File: src/rtl/audio_peak_meter_if.sv
// Sample-in / meter-out bundle for audio_peak_meter; master drives PCM samples, slave is the meter.
interface audio_peak_meter_if;
    logic        enable;
    logic [15:0] sample;
    logic        sample_valid;
    logic        clip_clear;
    logic [14:0] peak;
    logic [3:0]  level;
    logic [7:0]  bar;
    logic        level_valid;
    logic        clip;

    modport master (
        output enable, sample, sample_valid, clip_clear,
        input  peak, level, bar, level_valid, clip
    );

    modport slave (
        input  enable, sample, sample_valid, clip_clear,
        output peak, level, bar, level_valid, clip
    );
endinterface

File: src/rtl/audio_peak_meter.sv
// Peak-hold/decay meter driving level code and thermometer bar; optional AUDIO_PEAK_CLIP_DETECT_EN.
// Latency: level/bar/level_valid 1 clk after an accepted sample.
// Backpressure: none, every strobed sample is consumed in its cycle.
module audio_peak_meter #(
    parameter int HOLD_CYCLES  = 6000000,
    parameter int DECAY_CYCLES = 1500000,
    parameter int NOISE_FLOOR  = 255
) (
    input logic               i_clk,
    input logic               i_rst_n,
    audio_peak_meter_if.slave bus
);

    localparam int HW = (HOLD_CYCLES > 1) ? $clog2(HOLD_CYCLES) : 1;
    localparam int DW = (DECAY_CYCLES > 1) ? $clog2(DECAY_CYCLES) : 1;
    localparam logic [HW-1:0] HOLD_RELOAD = HW'(HOLD_CYCLES - 1);
    localparam logic [DW-1:0] DEC_RELOAD  = DW'(DECAY_CYCLES - 1);
    localparam logic [14:0]   NF          = 15'(NOISE_FLOOR);
    localparam logic [14:0]   STEP        = 15'h1000;

    typedef enum logic [1:0] {IDLE, SILENT, HOLD, DECAY} state_t;

    state_t        state_q, state_d;
    logic [14:0]   peak_q, peak_d;
    logic [14:0]   mag, stepped;
    logic [HW-1:0] hold_q, hold_d;
    logic [DW-1:0] dec_q, dec_d;
    logic [3:0]    level_q, level_d;
    logic [7:0]    bar_q, bar_d;
    logic          level_valid_q;
    logic          accept, capture;

    // -32768 has no 15-bit magnitude, so it saturates to full scale
    always_comb begin
        mag = bus.sample[14:0];
        if (bus.sample == 16'h8000)
            mag = 15'h7FFF;
        else if (bus.sample[15])
            mag = ~bus.sample[14:0] + 15'd1;
    end

    assign accept  = bus.enable && bus.sample_valid && (state_q != IDLE);
    assign capture = accept && ((state_q == SILENT) ? (mag > NF) : (mag >= peak_q));
    assign stepped = (peak_q >= STEP) ? (peak_q - STEP) : 15'd0;

    always_ff @(posedge i_clk or negedge i_rst_n) begin
        if (!i_rst_n)
            state_q <= IDLE;
        else
            state_q <= state_d;
    end

    // Capture beats hold expiry and decay steps landing in the same clock
    always_comb begin
        state_d = state_q;
        peak_d  = peak_q;
        hold_d  = hold_q;
        dec_d   = dec_q;
        if (!bus.enable) begin
            state_d = IDLE;
            peak_d  = '0;
            hold_d  = '0;
            dec_d   = '0;
        end else if (capture) begin
            state_d = HOLD;
            peak_d  = mag;
            hold_d  = HOLD_RELOAD;
        end else begin
            case (state_q)
                IDLE:   state_d = SILENT;
                SILENT: state_d = SILENT;
                HOLD: begin
                    if (hold_q == '0) begin
                        state_d = DECAY;
                        dec_d   = DEC_RELOAD;
                    end else begin
                        hold_d = hold_q - HW'(1);
                    end
                end
                DECAY: begin
                    if (dec_q == '0) begin
                        if (stepped <= NF) begin
                            state_d = SILENT;
                            peak_d  = '0;
                            dec_d   = '0;
                        end else begin
                            peak_d = stepped;
                            dec_d  = DEC_RELOAD;
                        end
                    end else begin
                        dec_d = dec_q - DW'(1);
                    end
                end
                default: state_d = IDLE;
            endcase
        end
    end

    always_comb begin
        level_d = 4'd0;
        if (peak_d > NF)
            level_d = {1'b0, peak_d[14:12]} + 4'd1;
        bar_d = ~(8'hFF >> level_d);
    end

    always_ff @(posedge i_clk or negedge i_rst_n) begin
        if (!i_rst_n) begin
            peak_q        <= '0;
            hold_q        <= '0;
            dec_q         <= '0;
            level_q       <= '0;
            bar_q         <= '0;
            level_valid_q <= 1'b0;
        end else begin
            peak_q        <= peak_d;
            hold_q        <= hold_d;
            dec_q         <= dec_d;
            level_q       <= level_d;
            bar_q         <= bar_d;
            level_valid_q <= accept;
        end
    end

    assign bus.peak        = peak_q;
    assign bus.level       = level_q;
    assign bus.bar         = bar_q;
    assign bus.level_valid = level_valid_q;

`ifdef AUDIO_PEAK_CLIP_DETECT_EN
    logic clip_q;

    always_ff @(posedge i_clk or negedge i_rst_n) begin
        if (!i_rst_n)
            clip_q <= 1'b0;
        else if (accept && (bus.sample == 16'h7FFF || bus.sample == 16'h8000))
            clip_q <= 1'b1;
        else if (bus.clip_clear)
            clip_q <= 1'b0;
    end

    assign bus.clip = clip_q;
`else
    logic unused_clip_clear;
    assign unused_clip_clear = bus.clip_clear;
    assign bus.clip = 1'b0;
`endif

endmodule

File: src/flat_wrapper.sv
// flat-port wrapper written by rule: the top's interface ports become plain ports
module audio_peak_meter_flat 
#(
    parameter int HOLD_CYCLES  = 6000000,
    parameter int DECAY_CYCLES = 1500000,
    parameter int NOISE_FLOOR  = 255
)
  (i_clk, i_rst_n, bus_enable, bus_sample, bus_sample_valid, bus_clip_clear, bus_peak, bus_level, bus_bar, bus_level_valid, bus_clip);
  audio_peak_meter_if bus_i ();
  input logic i_clk;
  input logic i_rst_n;
  input wire logic [$bits(bus_i.enable)-1:0] bus_enable;
  input wire logic [$bits(bus_i.sample)-1:0] bus_sample;
  input wire logic [$bits(bus_i.sample_valid)-1:0] bus_sample_valid;
  input wire logic [$bits(bus_i.clip_clear)-1:0] bus_clip_clear;
  output wire logic [$bits(bus_i.peak)-1:0] bus_peak;
  output wire logic [$bits(bus_i.level)-1:0] bus_level;
  output wire logic [$bits(bus_i.bar)-1:0] bus_bar;
  output wire logic [$bits(bus_i.level_valid)-1:0] bus_level_valid;
  output wire logic [$bits(bus_i.clip)-1:0] bus_clip;
  assign bus_i.enable = bus_enable;
  assign bus_i.sample = bus_sample;
  assign bus_i.sample_valid = bus_sample_valid;
  assign bus_i.clip_clear = bus_clip_clear;
  assign bus_peak = bus_i.peak;
  assign bus_level = bus_i.level;
  assign bus_bar = bus_i.bar;
  assign bus_level_valid = bus_i.level_valid;
  assign bus_clip = bus_i.clip;
  audio_peak_meter #(.HOLD_CYCLES(HOLD_CYCLES), .DECAY_CYCLES(DECAY_CYCLES), .NOISE_FLOOR(NOISE_FLOOR)) u_core (.i_clk(i_clk), .i_rst_n(i_rst_n), .bus(bus_i));
endmodule
File: config.mk
export PLATFORM = sky130hd
export DESIGN_NAME = audio_peak_meter_flat
export DESIGN_NICKNAME = d
export VERILOG_FILES = /design/src/rtl/audio_peak_meter_if.sv /design/src/rtl/audio_peak_meter.sv /design/src/flat_wrapper.sv
export SDC_FILE = /design/constraint.sdc
export NUM_CORES = 1
export LEC_CHECK = 0
export ABC_CLOCK_PERIOD_IN_PS = 4650
export BUFFER_PORTS_ARGS = -buffer_cell sky130_fd_sc_hd__buf_4
export CORE_ASPECT_RATIO = 1.5
export CORE_UTILIZATION = 60
export CTS_CLUSTER_DIAMETER = 30
export DETAILED_ROUTE_END_ITERATION = 10
export PLACE_DENSITY_LB_ADDON = 0.2
export SLEW_MARGIN = 25
export SYNTH_ARGS = -nofsm -noshare
export SYNTH_HDL_FRONTEND = slang
export SYNTH_SLANG_ARGS = --single-unit
File: constraint.sdc
create_clock -name i_clk -period 4.65 [get_ports i_clk]
set_clock_uncertainty 0.05 [all_clocks]
set_input_delay 0.93 -clock i_clk [delete_from_list [all_inputs] [get_ports i_clk]]
set_output_delay 0.93 -clock i_clk [all_outputs]
set_load 0.03 [all_outputs]
# --- Word-level counts from Yosys, hierarchy flattened ---
# Index checks and enable logic that the tools add are counted.
word_totals:
  input_bits: 21
  ff_bits: 74
  output_inout_bits: 29
op_classes:
  addsub: 5
  eq_ne: 12
  n_mux: 26
  reduce_logical: 11
  magnitude_cmp: 5
  bitwise_logic: 2
  shift: 1
op_table:
  columns: ["op", "n"]
  rows:
  - ["2-to-1 mux 15 bit", 8]
  - ["2-to-1 mux 21 bit", 5]
  - ["2-to-1 mux 23 bit", 4]
  - ["case mux 21 bit (2 select lines)", 1]
  - ["> comparator 15 x 8 -> 1 bit, second input constant", 2]
  - ["zero test 23 bit", 1]
  - ["subtractor 23 x 1 -> 23 bit, second input constant", 1]
  - ["zero test 21 bit", 1]
  - ["subtractor 21 x 1 -> 21 bit, second input constant", 1]
  - ["equality test 16 bit, second input constant", 1]
  - ["adder 15 x 1 -> 15 bit, second input constant", 1]
  - ["greater-or-equal comparator 15 x 13 -> 1 bit, second input constant", 1]
  - ["greater-or-equal comparator 15 bit", 1]
  - ["less-or-equal comparator 15 x 8 -> 1 bit, second input constant", 1]
  - ["inverter 15 bit", 1]
  - ["subtractor 15 x 13 -> 15 bit, second input constant", 1]
  - ["inequality test 4 x 2 -> 1 bit, second input constant", 3]
  - ["2-to-1 mux 2 bit", 5]
  - ["inverter 8 bit", 1]
  - [">> shifter 8 x 4 -> 8 bit, first input constant", 1]
  - ["inequality test 3 x 1 -> 1 bit, second input constant", 2]
  - ["inequality test 3 x 2 -> 1 bit, second input constant", 2]
  - ["case mux 2 bit (3 select lines)", 1]
  - ["AND reduction 3 bit", 2]
  - ["other kinds (11)", 14]

# --- Depth between registers and ports, before layout ---
# Gate-level depths: netlist of run 1.
depth:
  ltp_word: 13
  mapped_depth: 23

# --- Least setup slack after synthesis of run 1 ---
# No wires, ideal clock.
synth_path:
  path_kind: "input port to flip-flop"
  startpoint: "input bus_sample[6]"
  endpoint: "register u_core.bar_q[6] (netlist: u_core.bus.bar[6])"
  stages: 22
  n_path_buf: 3
  arrival_time_ps: 5405
  slack_ps: -953
  required_time_ps: 4451
  path_cell_list: "clkbuf_1 > or4_4 > nor3_4 > nand3_2 > clkbuf_1 > nand2_1 > ha_1 > and3_1 > a221oi_1 > o21ai_0 > o221a_2 > o21ai_1 > or2_2 > buf_4 > mux2i_4 > inv_1 > ha_1 > nand2_1 > mux2i_1 > a31o_2 > a21oi_2 > a31oi_1"
synth_between:
  elab_chain_cells: 13
  word_cells_on_any_way: 16
  classes_between: "add/sub (2); order compare (3); eq/ne (1); shift (1); mux (6); bitwise (2); reduce/logical (1)"
synth_rtl:
  columns: ["item", "line", "rtl"]
  rows:
  - ["start, declared", "flat_wrapper.sv:13", "input wire logic [$bits(bus_i.sample)-1:0] bus_sample;"]
  - ["inverter 15 bit", "audio_peak_meter.sv:39", "mag = ~bus.sample[14:0] + 15'd1;"]
  - ["adder 15 x 1 -> 15 bit", "audio_peak_meter.sv:39", null]
  - ["2-to-1 mux 15 bit", "audio_peak_meter.sv:38", "else if (bus.sample[15])"]
  - ["2-to-1 mux 15 bit (*)", "audio_peak_meter.sv:36", "if (bus.sample == 16'h8000)"]
  - ["greater-or-equal comparator 15 bit or > comparator 15 x 8 -> 1 bit (tied branches)", "audio_peak_meter.sv:43", "assign capture = accept && ((state_q == SILENT) ? (mag > NF) : (mag >= peak_q));"]
  - ["2-to-1 mux 1 bit", "audio_peak_meter.sv:43", null]
  - ["logical AND 1 bit", "audio_peak_meter.sv:43", null]
  - ["2-to-1 mux 15 bit (*)", "audio_peak_meter.sv:64", "end else if (capture) begin"]
  - ["2-to-1 mux 15 bit (*)", "audio_peak_meter.sv:59", "if (!bus.enable) begin"]
  - ["named net u_core.peak_d[12]", "audio_peak_meter.sv:24", "logic [14:0] peak_q, peak_d;"]
  - ["> comparator 15 x 8 -> 1 bit or adder 3 x 1 -> 4 bit (tied branches)", "audio_peak_meter.sv:101, audio_peak_meter.sv:102", null]
  - ["2-to-1 mux 4 bit (*)", "audio_peak_meter.sv:101", "if (peak_d > NF)"]
  - [">> shifter 8 x 4 -> 8 bit (*)", "audio_peak_meter.sv:103", "bar_d = ~(8'hFF >> level_d);"]
  - ["inverter 8 bit (*)", "audio_peak_meter.sv:103", null]
  - ["named net u_core.bar_d[6]", "audio_peak_meter.sv:29", "logic [7:0] bar_q, bar_d;"]
  - ["end signal, assigned", "audio_peak_meter.sv:119", "bar_q <= bar_d;"]
  - ["end, declared", "audio_peak_meter.sv:29", null]
# The timed path passes the listed nets; every way through them passes the cells marked *.
# A chain may end at the register's enable or synchronous reset.

# --- Worst setup path after layout of run 1 ---
layout_path:
  startpoint: "input bus_sample[2]"
  endpoint: "register u_core.bar_q[1] (netlist: u_core.bus.bar[1])"
layout_between:
  elab_chain_cells: 13
  word_cells_on_any_way: 16
  classes_between: "add/sub (2); order compare (3); eq/ne (1); shift (1); mux (6); bitwise (2); reduce/logical (1)"
layout_rtl:
  columns: ["item", "line"]
  rows:
  - ["inverter 15 bit", "audio_peak_meter.sv:39"]
  - ["adder 15 x 1 -> 15 bit", "audio_peak_meter.sv:39"]
  - ["2-to-1 mux 15 bit", "audio_peak_meter.sv:38"]
  - ["2-to-1 mux 15 bit (*)", "audio_peak_meter.sv:36"]
  - ["greater-or-equal comparator 15 bit or > comparator 15 x 8 -> 1 bit (tied branches)", "audio_peak_meter.sv:43"]
  - ["2-to-1 mux 1 bit", "audio_peak_meter.sv:43"]
  - ["logical AND 1 bit", "audio_peak_meter.sv:43"]
  - ["2-to-1 mux 15 bit (*)", "audio_peak_meter.sv:64"]
  - ["2-to-1 mux 15 bit (*)", "audio_peak_meter.sv:59"]
  - ["> comparator 15 x 8 -> 1 bit or adder 3 x 1 -> 4 bit (tied branches)", "audio_peak_meter.sv:101, audio_peak_meter.sv:102"]
  - ["2-to-1 mux 4 bit (*)", "audio_peak_meter.sv:101"]
  - [">> shifter 8 x 4 -> 8 bit (*)", "audio_peak_meter.sv:103"]
  - ["inverter 8 bit (*)", "audio_peak_meter.sv:103"]
  - ["named net u_core.bar_d[1]", "audio_peak_meter.sv:29"]
# Marked as above.

==> flow_summary_export.csv, run 1 <==
group,metric,value,unit
power_and_ir_drop,fin_total_pwr,0.002070,W
critical_path,ff2ff_path_depth,14,
final_layout,layout_commonest_cell,"buf_4",
detailed_routing,postRouteAntennaNets,0,
timing,hold_viol,0,
clocking,cts_max_level,3,
floorplan,start_util,62.08,%
power_and_ir_drop,power_density,313.5,nW/µm²
timing,max_slew_margin,38.04,%
synth,ys.flop_type,"dfrtp_1",
global_route,track_usage,34.21,%
timing,setup_slack,-0.1932,ns
timing,setup_viol_count_final,10,
global_route,overflow,0,
flow_run,cap_viol_max_count,0,
placed_design,routabilityCongestion,0.8794,
power_and_ir_drop,p_leak,3.021,nW
final_layout,fill_cells,479,
detailed_routing,drc,0,
critical_path,slowest_delay,0.62,ns
detailed_routing,wl_per_cell,18.58,µm
clocking,clk_path_buf_depth,2,
detailed_routing,wl,15200,µm
timing,period_share,104.2,%
critical_path,worst_setup_path_end_kind,"flip-flop",
status,status,"complete, but fails checks",
timing,holdWs,0.4152,ns
final_layout,area_growth,32.85,%
clocking,clk_latency,0.33,ns
timing,fin_tns_setup,-1.588,ns
clocking,clock-sinks,73,
final_layout,diodes,0,
critical_path,path_class,"in -> reg",
floorplan,die_h,113.5,µm
global_route,grt_max_degree,74,
critical_path,critPathMostFrequentCell,"buf_6",
clocking,cts_tree,"done",
synth,syn_area,4971,µm²
synth,yosys.area.top_type,"dfrtp_1",
synth,synthTopCellsByArea,"dfrtp_1, ha_1, a21oi_1",
placed_design,place_inst,778,
clocking,numCtsBuffers,9,
floorplan,dieWidth,76.32,µm
status,violations,"negative setup slack",
critical_path,reg2reg_setup_slack,0.80,ns
critical_path,crit_fanout,7,
global_route,grt_pass1_wl,23540,µm
synth,seq_area_frac_synth,36.75,%
critical_path,reg2reg_to,"u_core.bus.bar[1]",
timing,finalCriticalPeriod,4.843,ns
synth,synth_edf_count,0,
floorplan,coreArea,8008,µm²
timing,worstMarginPinSlew,0.9232,ns
placed_design,post-place-ws,-0.6260,ns
worst_hold_path,hold_class,"in -> async",
power_and_ir_drop,irDropWorstVdd,0.2453,mV
placed_design,dp_hpwl,9726,µm
synth,async_reset_ff_share,100.0,%
floorplan,std_cell_rows,40,
detailed_routing,drt_iter0_drc,456,
critical_path,path_cells,"buf_6, or4_4, nor3_4, nand3_4, buf_4, buf_4, nand2_1, ha_1, nand4_1, o21ai_1, nor3_2, a21oi_1, o21ai_4, buf_6, a211o_1, o21a_1, ha_1, o21ba_2, a2111oi_4, buf_6, o41ai_4",
clocking,hold_buffers,0,
detailed_routing,via_per_inst,6.446,
synth,syn_nets,621,
floorplan,io_pins,50,
critical_path,cp.required,4.81,ns
synth,synth_warnings,0,
critical_path,cp-start-kind,"input port",
synth,synth_top_area_share,36.75,%
final_layout,layout.nets,754,
synth,yosys_register_bits,73,
critical_path,rr_startpoint,"u_core.dec_q[0]",
critical_path,cp.arrival,5.01,ns
timing,max_freq,206.5,MHz
clocking,clkTransAtPathRegs,0.06,ns
final_layout,drive_above_1_share,30.72,%
final_layout,layout_common_cells,"buf_4, dfrtp_1, nand2_1",
critical_path,cp_slowest_cell,"or4_4",
detailed_routing,firstDrtPassIters,6,
synth,synth.distinct_cells,69,
synth,syn_inst,578,
floorplan,die-area,8661,µm²
clocking,cts_root_buffer,"clkbuf_16",
global_route,antenna_found_initial,0,
global_route,grt_pass1_vias,5078,
final_layout,layout.cells.non_filler,818,
placed_design,port_buffers,47,
synth,syn_avg_cell_area,8.600,µm²
detailed_routing,vias,5273,
timing,rsz0062_at_grt,"true",
timing,final_max_slew_viol_count,0,
==> power by group <==
part	total, W	internal, W	switching, W
combinational	0.000679	0.000297	0.000381
sequential	0.000779	0.000703	0.0000759
clock	0.000612	0.000366	0.000246
total	0.00207	0.00137	0.000704
==> registers in the layout, indices dropped and copies added, names as in the netlist <==
signal and cells:
u_core.bus.bar 8, u_core.bus.level 3, u_core.bus.level_valid 1, u_core.bus.peak 15, u_core.dec_q 21, u_core.hold_q 23, u_core.state_q 2
==> stage by stage <==
stage / instance area [µm²] / utilization, %
3_3_place_gp: 5973 / 74.59
4_1_cts: 6449 / 80.53
3_5_place_dp: 5973 / 74.59
5_1_grt: 6604 / 82.47
6_report: 6604 / 82.47
2_1_floorplan: 5085 / -
==> cells in the mapped netlist (4+ instances only) <==
cell type	number
ha_1	22
nand2_1	54
o21ai_1	5
nor2_1	53
a21o_1	4
a31oi_1	12
nand3_1	9
inv_1	40
nand2b_1	5
nor3_1	25
dfrtp_1	73
o211ai_1	5
a31o_2	9
xor2_1	13
or3_1	9
o22a_1	10
o31ai_1	7
clkbuf_1	17
o21ai_0	36
nor4_1	15
xnor2_1	16
or4_1	9
a21oi_1	45
a41oi_1	6
nand4_1	8
==> layer usage <==
metal	track usage, %	vias up	routed length [µm]
met3	5.120	68	801
met4	21.28	0	727
met1	37.92	2568	5666
met2	61.32	259	8003
met5	0	-	0
li1	-	2378	-
==> worst max path at each step <==
stage | from | to | slack, ns | cells past startpoint
global placement | bus_sample[3] | u_core.bus.bar[5] | -0.39 | 19
floorplan | bus_sample[2] | u_core.bus.bar[2] | -0.34 | 23
detailed placement | bus_sample[3] | u_core.bus.bar[1] | -0.63 | 21
finish | bus_sample[2] | u_core.bus.bar[1] | -0.19 | 21
global route | bus_sample[2] | u_core.bus.bar[6] | -0.36 | 22
CTS | bus_sample[6] | u_core.bus.bar[6] | -0.04 | 20
==> worst max-delay path, delay by kind of cell <==
family                   cells  cell delay (ns)
buffers and inverters        5             0.71
AO/OA/AOI/OAI                8             1.61
AND/OR/NAND/NOR              6             1.40
adder cells (fa/ha/maj)      2             0.35
==> logic make-up after synthesis <==
logic type | Yosys count | share of synthesized area [%]
simple gates | 212 | 21.92
compound gates | 170 | 23.51
flops | 73 | 36.75
buf+inv | 65 | 5.487
xor+xnor | 30 | 5.437
fa+ha+maj | 22 | 5.537
mux | 5 | 1.284
other cells | 1 | 0.07544
==> area by class of cell <==
type / instances / area, µm² / area share, %
inverter: 41 / 153.9 / 2.330
multi-input combinational: 440 / 3090 / 46.80
clock inverter: 1 / 5.005 / 0.07579
clock buffer: 12 / 246.5 / 3.732
sequential: 73 / 1827 / 27.66
tap: 105 / 131.4 / 1.989
timing repair buffer: 146 / 1150 / 17.41
==> timing repair <==
item,4_1_cts,5_1_grt
setup buffers,17,9
resized for setup,22,16
pin swaps,22,20
setup endpoints to repair,10,10
Power figures use the tool's default switching activity.
==> inputs of run 2 (changes only) <==
- RECOVER_POWER: unset -> 50
==> run 2 against run 1 <==
Effect of this change:
- the run ends with max-capacitance violations, max-slew violations, negative setup slack left
- core utilization decreased by 0.66 points
- sequential power about the same
- die area stayed put
- final cell count stayed put
- combinational power shrank 2%
- first-iteration DRC count up 1.8%
- non-clock buffer count unchanged
- global-route usage stayed put
- largest power group unchanged
- highest routed layer unchanged
==> flow_summary_export.csv, run 2 (synthesized netlist as in run 1, its figures left out) <==
group,metric,value,unit
status,status,"complete, but fails checks",
status,violations,"max-capacitance violations, max-slew violations, negative setup slack",
detailed_routing,wl,15170,µm
detailed_routing,firstDrtPassIters,5,
floorplan,io_pins,50,
critical_path,critPathMostFrequentCell,"buf_6",
critical_path,crit_buf_inv,5,
critical_path,worst_setup_path_end_kind,"flip-flop",
critical_path,cp_slowest_cell,"or4_4",
timing,fin_tns_setup,-1.681,ns
timing,max_freq,205.8,MHz
clocking,cts_root_buffer,"clkbuf_16",
clocking,clk_path_buf_depth,2,
flow_run,cap_viol_max_count,1,
timing,setup_slack,-0.2084,ns
clocking,cts_tree,"done",
timing,setup_viol_count_final,10,
critical_path,ff2ff_path_depth,14,
critical_path,reg2reg_to,"u_core.bus.bar[1]",
detailed_routing,vias,5260,
global_route,overflow,0,
placed_design,dp_hpwl,9726,µm
critical_path,path_cells,"buf_6, or4_4, nor3_4, nand3_4, buf_4, buf_4, nand2_1, ha_1, nand4_1, o21ai_1, nor3_2, a21oi_1, o21ai_4, buf_6, a211o_1, o21a_1, ha_1, o21ba_2, a2111oi_4, buf_6, o41ai_4",
final_layout,drive_above_1_share,29.17,%
placed_design,port_buffers,47,
worst_hold_path,holdPathStages,1,
detailed_routing,postRouteAntennaNets,0,
critical_path,path_class,"in -> reg",
critical_path,cp.required,4.81,ns
global_route,track_usage,34.21,%
final_layout,regMostFlops,"u_core.hold_q",
critical_path,rr_startpoint,"u_core.dec_q[0]",
final_layout,diodes,0,
final_layout,layout_common_cells,"buf_4, dfrtp_1, nand2_1",
timing,final_max_slew_viol_count,58,
clocking,clock-sinks,73,
timing,max_slew_margin,-72.66,%
power_and_ir_drop,p_leak,2.981,nW
worst_hold_path,hold_class,"reg -> reg",
timing,worstMarginPinSlew,2.590,ns
detailed_routing,drc,0,
timing,finalCriticalPeriod,4.858,ns
floorplan,std_cell_rows,40,
critical_path,cp-start-kind,"input port",
power_and_ir_drop,p_comb_share,32.4,%
detailed_routing,via_per_inst,6.430,
final_layout,layout.nets,754,
critical_path,crit_fanout,7,
timing,hold_viol,0,
final_layout,layout_commonest_cell,"buf_4",
power_and_ir_drop,p_seq_share,37.9,%
timing,period_share,104.5,%
worst_hold_path,hp-start,"u_core.dec_q[7]",
power_and_ir_drop,p_int,0.001355,W
final_layout,largest_reg_flops,23,
timing,rsz0062_at_grt,"true",
detailed_routing,drt_iter0_drc,464,
detailed_routing,wl_per_cell,18.54,µm
global_route,grt_max_degree,74,
critical_path,cp.arrival,5.02,ns
clocking,cts_max_level,3,
global_route,grt_pass1_wl,23540,µm
clocking,clk_latency,0.33,ns
critical_path,path_delay_family,"compound AO/OA/AOI/OAI gates",
critical_path,slowest_delay,0.62,ns
floorplan,start_util,62.08,%
floorplan,coreArea,8008,µm²
floorplan,dieWidth,76.32,µm
floorplan,die_h,113.5,µm
placed_design,postPlaceCellArea,5973,µm²
placed_design,routabilityCongestion,0.8794,
power_and_ir_drop,p_sw_share,34.12,%
critical_path,reg2reg_setup_slack,0.74,ns
power_and_ir_drop,irDropWorstVdd,0.2443,mV
global_route,grt_pass1_vias,5078,
power_and_ir_drop,clockPowerShare,29.7,%
final_layout,area_growth,31.79,%
floorplan,die-area,8661,µm²
global_route,antenna_found_initial,0,
clocking,clkTransAtPathRegs,0.06,ns
worst_hold_path,holdPathEnd,"u_core.dec_q[7]",
final_layout,design_area,6551,µm²
power_and_ir_drop,power_density,313.9,nW/µm²
clocking,numCtsBuffers,9,
power_and_ir_drop,power_switching,0.0007016,W
## run 2: cell types whose count changed in the layout (fill, tap and decap cells not counted), sizes merged
cell and delta:
buf -11, dlymetal6s4s +1, clkbuf +10
## run 2: final cells by class
type,count,area (µm²)
fillers,489,1456
clock inverters,1,5.005
multi-input cells,440,3090
clock buffers,12,246.5
inverters,41,153.9
well taps,105,131.4
repair buffers,146,1097
flip-flops and latches,73,1827
## run 2: how the worst max path moves through the flow
stage	slack, ns	start	endpoint	cells past startpoint
3_3_place_gp	-0.39	bus_sample[3]	u_core.bus.bar[5]	19
4_1_cts	-0.04	bus_sample[6]	u_core.bus.bar[6]	20
6_report	-0.21	bus_sample[2]	u_core.bus.bar[1]	21
3_5_place_dp	-0.63	bus_sample[3]	u_core.bus.bar[1]	21
5_1_grt	-0.36	bus_sample[2]	u_core.bus.bar[6]	22
2_1_floorplan	-0.34	bus_sample[2]	u_core.bus.bar[2]	23
## run 2: metrics by stage
step / util, % / hold slack, ns / power (W) / cells / setup WS (ns)
final: 81.81 / 0.4496 / 0.002056 / 818 / -0.2084
after global routing: 81.81 / 0.4918 / 0.002154 / 818 / -0.3613
after CTS: 80.53 / 0.4467 / 0.002030 / 808 / -0.04434
after detailed placement: 74.59 / 0.4367 / 0.001391 / 778 / -0.6260
after global placement: 74.59 / 0.4351 / 0.001362 / 778 / -0.3876
after floorplan: - / 0.4113 / 0.001163 / 578 / -0.3439
## run 2: power by group through the flow
stage	clock network [W]	registers, W	logic (W)
final	0.000610	0.000779	0.000667
after global routing	0.000643	0.000788	0.000723
after floorplan	0	0.000816	0.000347
after CTS	0.000617	0.000775	0.000638
after global placement	0	0.000780	0.000582
after detailed placement	0	0.000785	0.000606
## run 2: per-layer routing
metal	routed length [µm]	track usage, %	vias up
met2	7981	61.32	249
met1	5728	37.92	2572
met5	0	0	-
li1	-	-	2382
met3	787	5.120	57
met4	668	21.28	0
## run 2: timing repair
item / CTS / global route
hold buffers: 0 / 0
pin swaps: 22 / 20
cloned: 0 / 0
setup buffers: 17 / 9
gates resized for setup: 22 / 16
endpoints found under the setup margin: 10 / 10
==> inputs of run 3 (changes only) <==
- CTS_BUF_LIST: unset -> sky130_fd_sc_hd__clkbuf_4 sky130_fd_sc_hd__clkbuf_8 sky130_fd_sc_hd__clkbuf_16
==> run 3 against run 2 <==
Effect of this change:
- hold slack lost 0.0032 ns
- sequential power is essentially flat
- non-clock buffer count is the same
- flip-flop and latch count is the same
- critical path depth grew 1
- combinational power is essentially flat
- largest power group unchanged
- the flow still finishes with violations (max-capacitance violations, max-slew violations, negative setup slack)
- register-to-register slack gained 0.04 ns
- via count is essentially flat
- power grew 0.90%
- global-route usage is essentially flat
- cell area grew 0.11%
==> flow_summary_export.csv, run 3 (synthesized netlist as in run 1, its figures left out) <==
group,metric,value,unit
placed_design,post-place-ws,-0.6260,ns
detailed_routing,drt_iter0_drc,428,
critical_path,cp-start-kind,"input port",
final_layout,area_growth,31.94,%
final_layout,largest_reg_flops,23,
final_layout,layout.nets,754,
critical_path,reg2reg_setup_slack,0.78,ns
critical_path,path_cells,"buf_6, or4_4, nor3_4, nand3_4, buf_4, buf_4, nand2_1, ha_1, nand4_1, o21ai_1, nor3_2, a21oi_1, o21ai_4, buf_4, buf_4, nor4b_4, buf_4, nor2_1, a2111oi_4, buf_6, buf_4, a31oi_1",
timing,rsz0062_at_grt,"true",
critical_path,crit_end,"u_core.bus.bar[6]",
clocking,clkTransAtPathRegs,0.06,ns
floorplan,die_h,113.5,µm
power_and_ir_drop,fin_total_pwr,0.002075,W
global_route,grt_pass1_vias,5079,
timing,setup_slack,-0.2104,ns
timing,setup_viol_count_final,10,
power_and_ir_drop,irDropWorstVdd,0.2446,mV
timing,finalCriticalPeriod,4.860,ns
final_layout,layout.cells.non_filler,818,
power_and_ir_drop,power_density,316.3,nW/µm²
global_route,grt_pass1_wl,23560,µm
clocking,clk_latency,0.34,ns
status,violations,"max-capacitance violations, max-slew violations, negative setup slack",
detailed_routing,via_per_inst,6.427,
detailed_routing,wl_per_cell,18.76,µm
placed_design,dp_hpwl,9726,µm
timing,max_freq,205.7,MHz
critical_path,critPathLaunch,"bus_sample[2]",
critical_path,reg2reg_to,"u_core.bus.bar[1]",
global_route,grt_max_degree,74,
critical_path,slowest_delay,0.62,ns
placed_design,place_inst,778,
timing,period_share,104.5,%
floorplan,dieWidth,76.32,µm
critical_path,crit_cells,22,
global_route,antenna_found_initial,0,
final_layout,fill_cells,488,
status,status,"complete, but fails checks",
timing,worstMarginPinSlew,2.586,ns
critical_path,path_delay_family,"simple AND/OR/NAND/NOR gates",
timing,max_slew_margin,-72.38,%
detailed_routing,drc,0,
floorplan,coreArea,8008,µm²
clocking,cts_root_buffer,"clkbuf_16",
flow_run,cap_viol_max_count,1,
floorplan,std_cell_rows,40,
timing,final_max_slew_viol_count,58,
detailed_routing,vias,5257,
critical_path,critPathMostFrequentCell,"buf_4",
clocking,clock-sinks,73,
final_layout,layout_commonest_cell,"buf_4",
critical_path,cp.arrival,5.01,ns
critical_path,ff2ff_path_depth,14,
critical_path,cp.required,4.80,ns
critical_path,crit_fanout,7,
placed_design,routabilityCongestion,0.8794,
global_route,track_usage,34.24,%
critical_path,cp_slowest_cell,"or4_4",
clocking,cts_max_level,3,
power_and_ir_drop,p_leak,2.988,nW
worst_hold_path,hold_class,"reg -> reg",
final_layout,regMostFlops,"u_core.hold_q",
critical_path,path_class,"in -> reg",
detailed_routing,firstDrtPassIters,6,
clocking,cts_tree,"done",
placed_design,port_buffers,47,
detailed_routing,postRouteAntennaNets,0,
final_layout,layout_common_cells,"buf_4, dfrtp_1, nand2_1",
floorplan,start_util,62.08,%
critical_path,rr_startpoint,"u_core.dec_q[0]",
critical_path,crit_buf_inv,8,
final_layout,final_util,81.91,%
final_layout,drive_above_1_share,29.45,%
floorplan,io_pins,50,
global_route,overflow,0,
clocking,clk_path_buf_depth,2,
detailed_routing,wl,15340,µm
final_layout,design_area,6559,µm²
critical_path,worst_setup_path_end_kind,"flip-flop",
final_layout,diodes,0,
placed_design,postPlaceCellArea,5973,µm²
timing,hold_viol,0,
clocking,numCtsBuffers,9,
floorplan,die-area,8661,µm²
clocking,hold_buffers,0,
run 3: cell type report:
cell class,instances,area [µm²],area share [%]
repair buffers,146,1097,16.73
flip-flops and latches,73,1827,27.85
clock inverters,1,5.005,0.07631
inverters,41,153.9,2.346
clock buffers,12,254.0,3.873
multi-input cells,440,3090,47.12
well taps,105,131.4,2.003
run 3: repair_timing:
item,CTS,global route
gates resized for setup,22,16
setup endpoints to repair,10,10
pin swaps,22,20
gates cloned,0,0
setup buffers,17,9
run 3: worst min-delay path by stage:
stage	from	end	slack, ns	cells past startpoint
2_1_floorplan	u_core.dec_q[7]	u_core.dec_q[7]	0.41	1
3_3_place_gp	u_core.dec_q[7]	u_core.dec_q[7]	0.44	1
3_5_place_dp	u_core.dec_q[7]	u_core.dec_q[7]	0.44	1
4_1_cts	u_core.dec_q[7]	u_core.dec_q[7]	0.45	1
5_1_grt	u_core.dec_q[7]	u_core.dec_q[7]	0.49	1
6_report	u_core.dec_q[7]	u_core.dec_q[7]	0.45	1
run 3: power breakdown:
group	internal [W]	switching, W
sequential	0.000703	0.0000753
combinational	0.000285	0.000383
clock	0.000378	0.000250
total	0.00137	0.000709
run 3: per-stage QoR:
stage / hold WS, ns / setup TNS, ns
after floorplan: 0.4113 / -3.073
after global placement: 0.4351 / -3.745
after detailed placement: 0.4367 / -5.121
after CTS: 0.4468 / -0.08814
after global routing: 0.4920 / -3.395
final: 0.4465 / -1.691
run 3: worst reg2reg max path, cell delays in order, from the launching register on:
cell and delay (ns):
dfrtp_1 0.41, inv_1 0.08, ha_1 0.18, or3b_2 0.51, nor4_1 0.37, nand3_1 0.38, nor3_1 0.38, o21ai_0 0.13
inv_1 0.14, mux2i_4 0.10, ha_1 0.20, o21ba_2 0.27, a2111oi_4 0.06, buf_6 0.16, o41ai_4 0.34
run 3: layer usage:
metal  vias to the layer above  GRT usage [%]  share of wire [%]
li1                       2378              -                  -
met1                      2548          38.07                 37
met2                       261          61.26                 52
met3                        70          5.120                5.8
met4                         0          21.28                4.6
met5                         -              0                  0
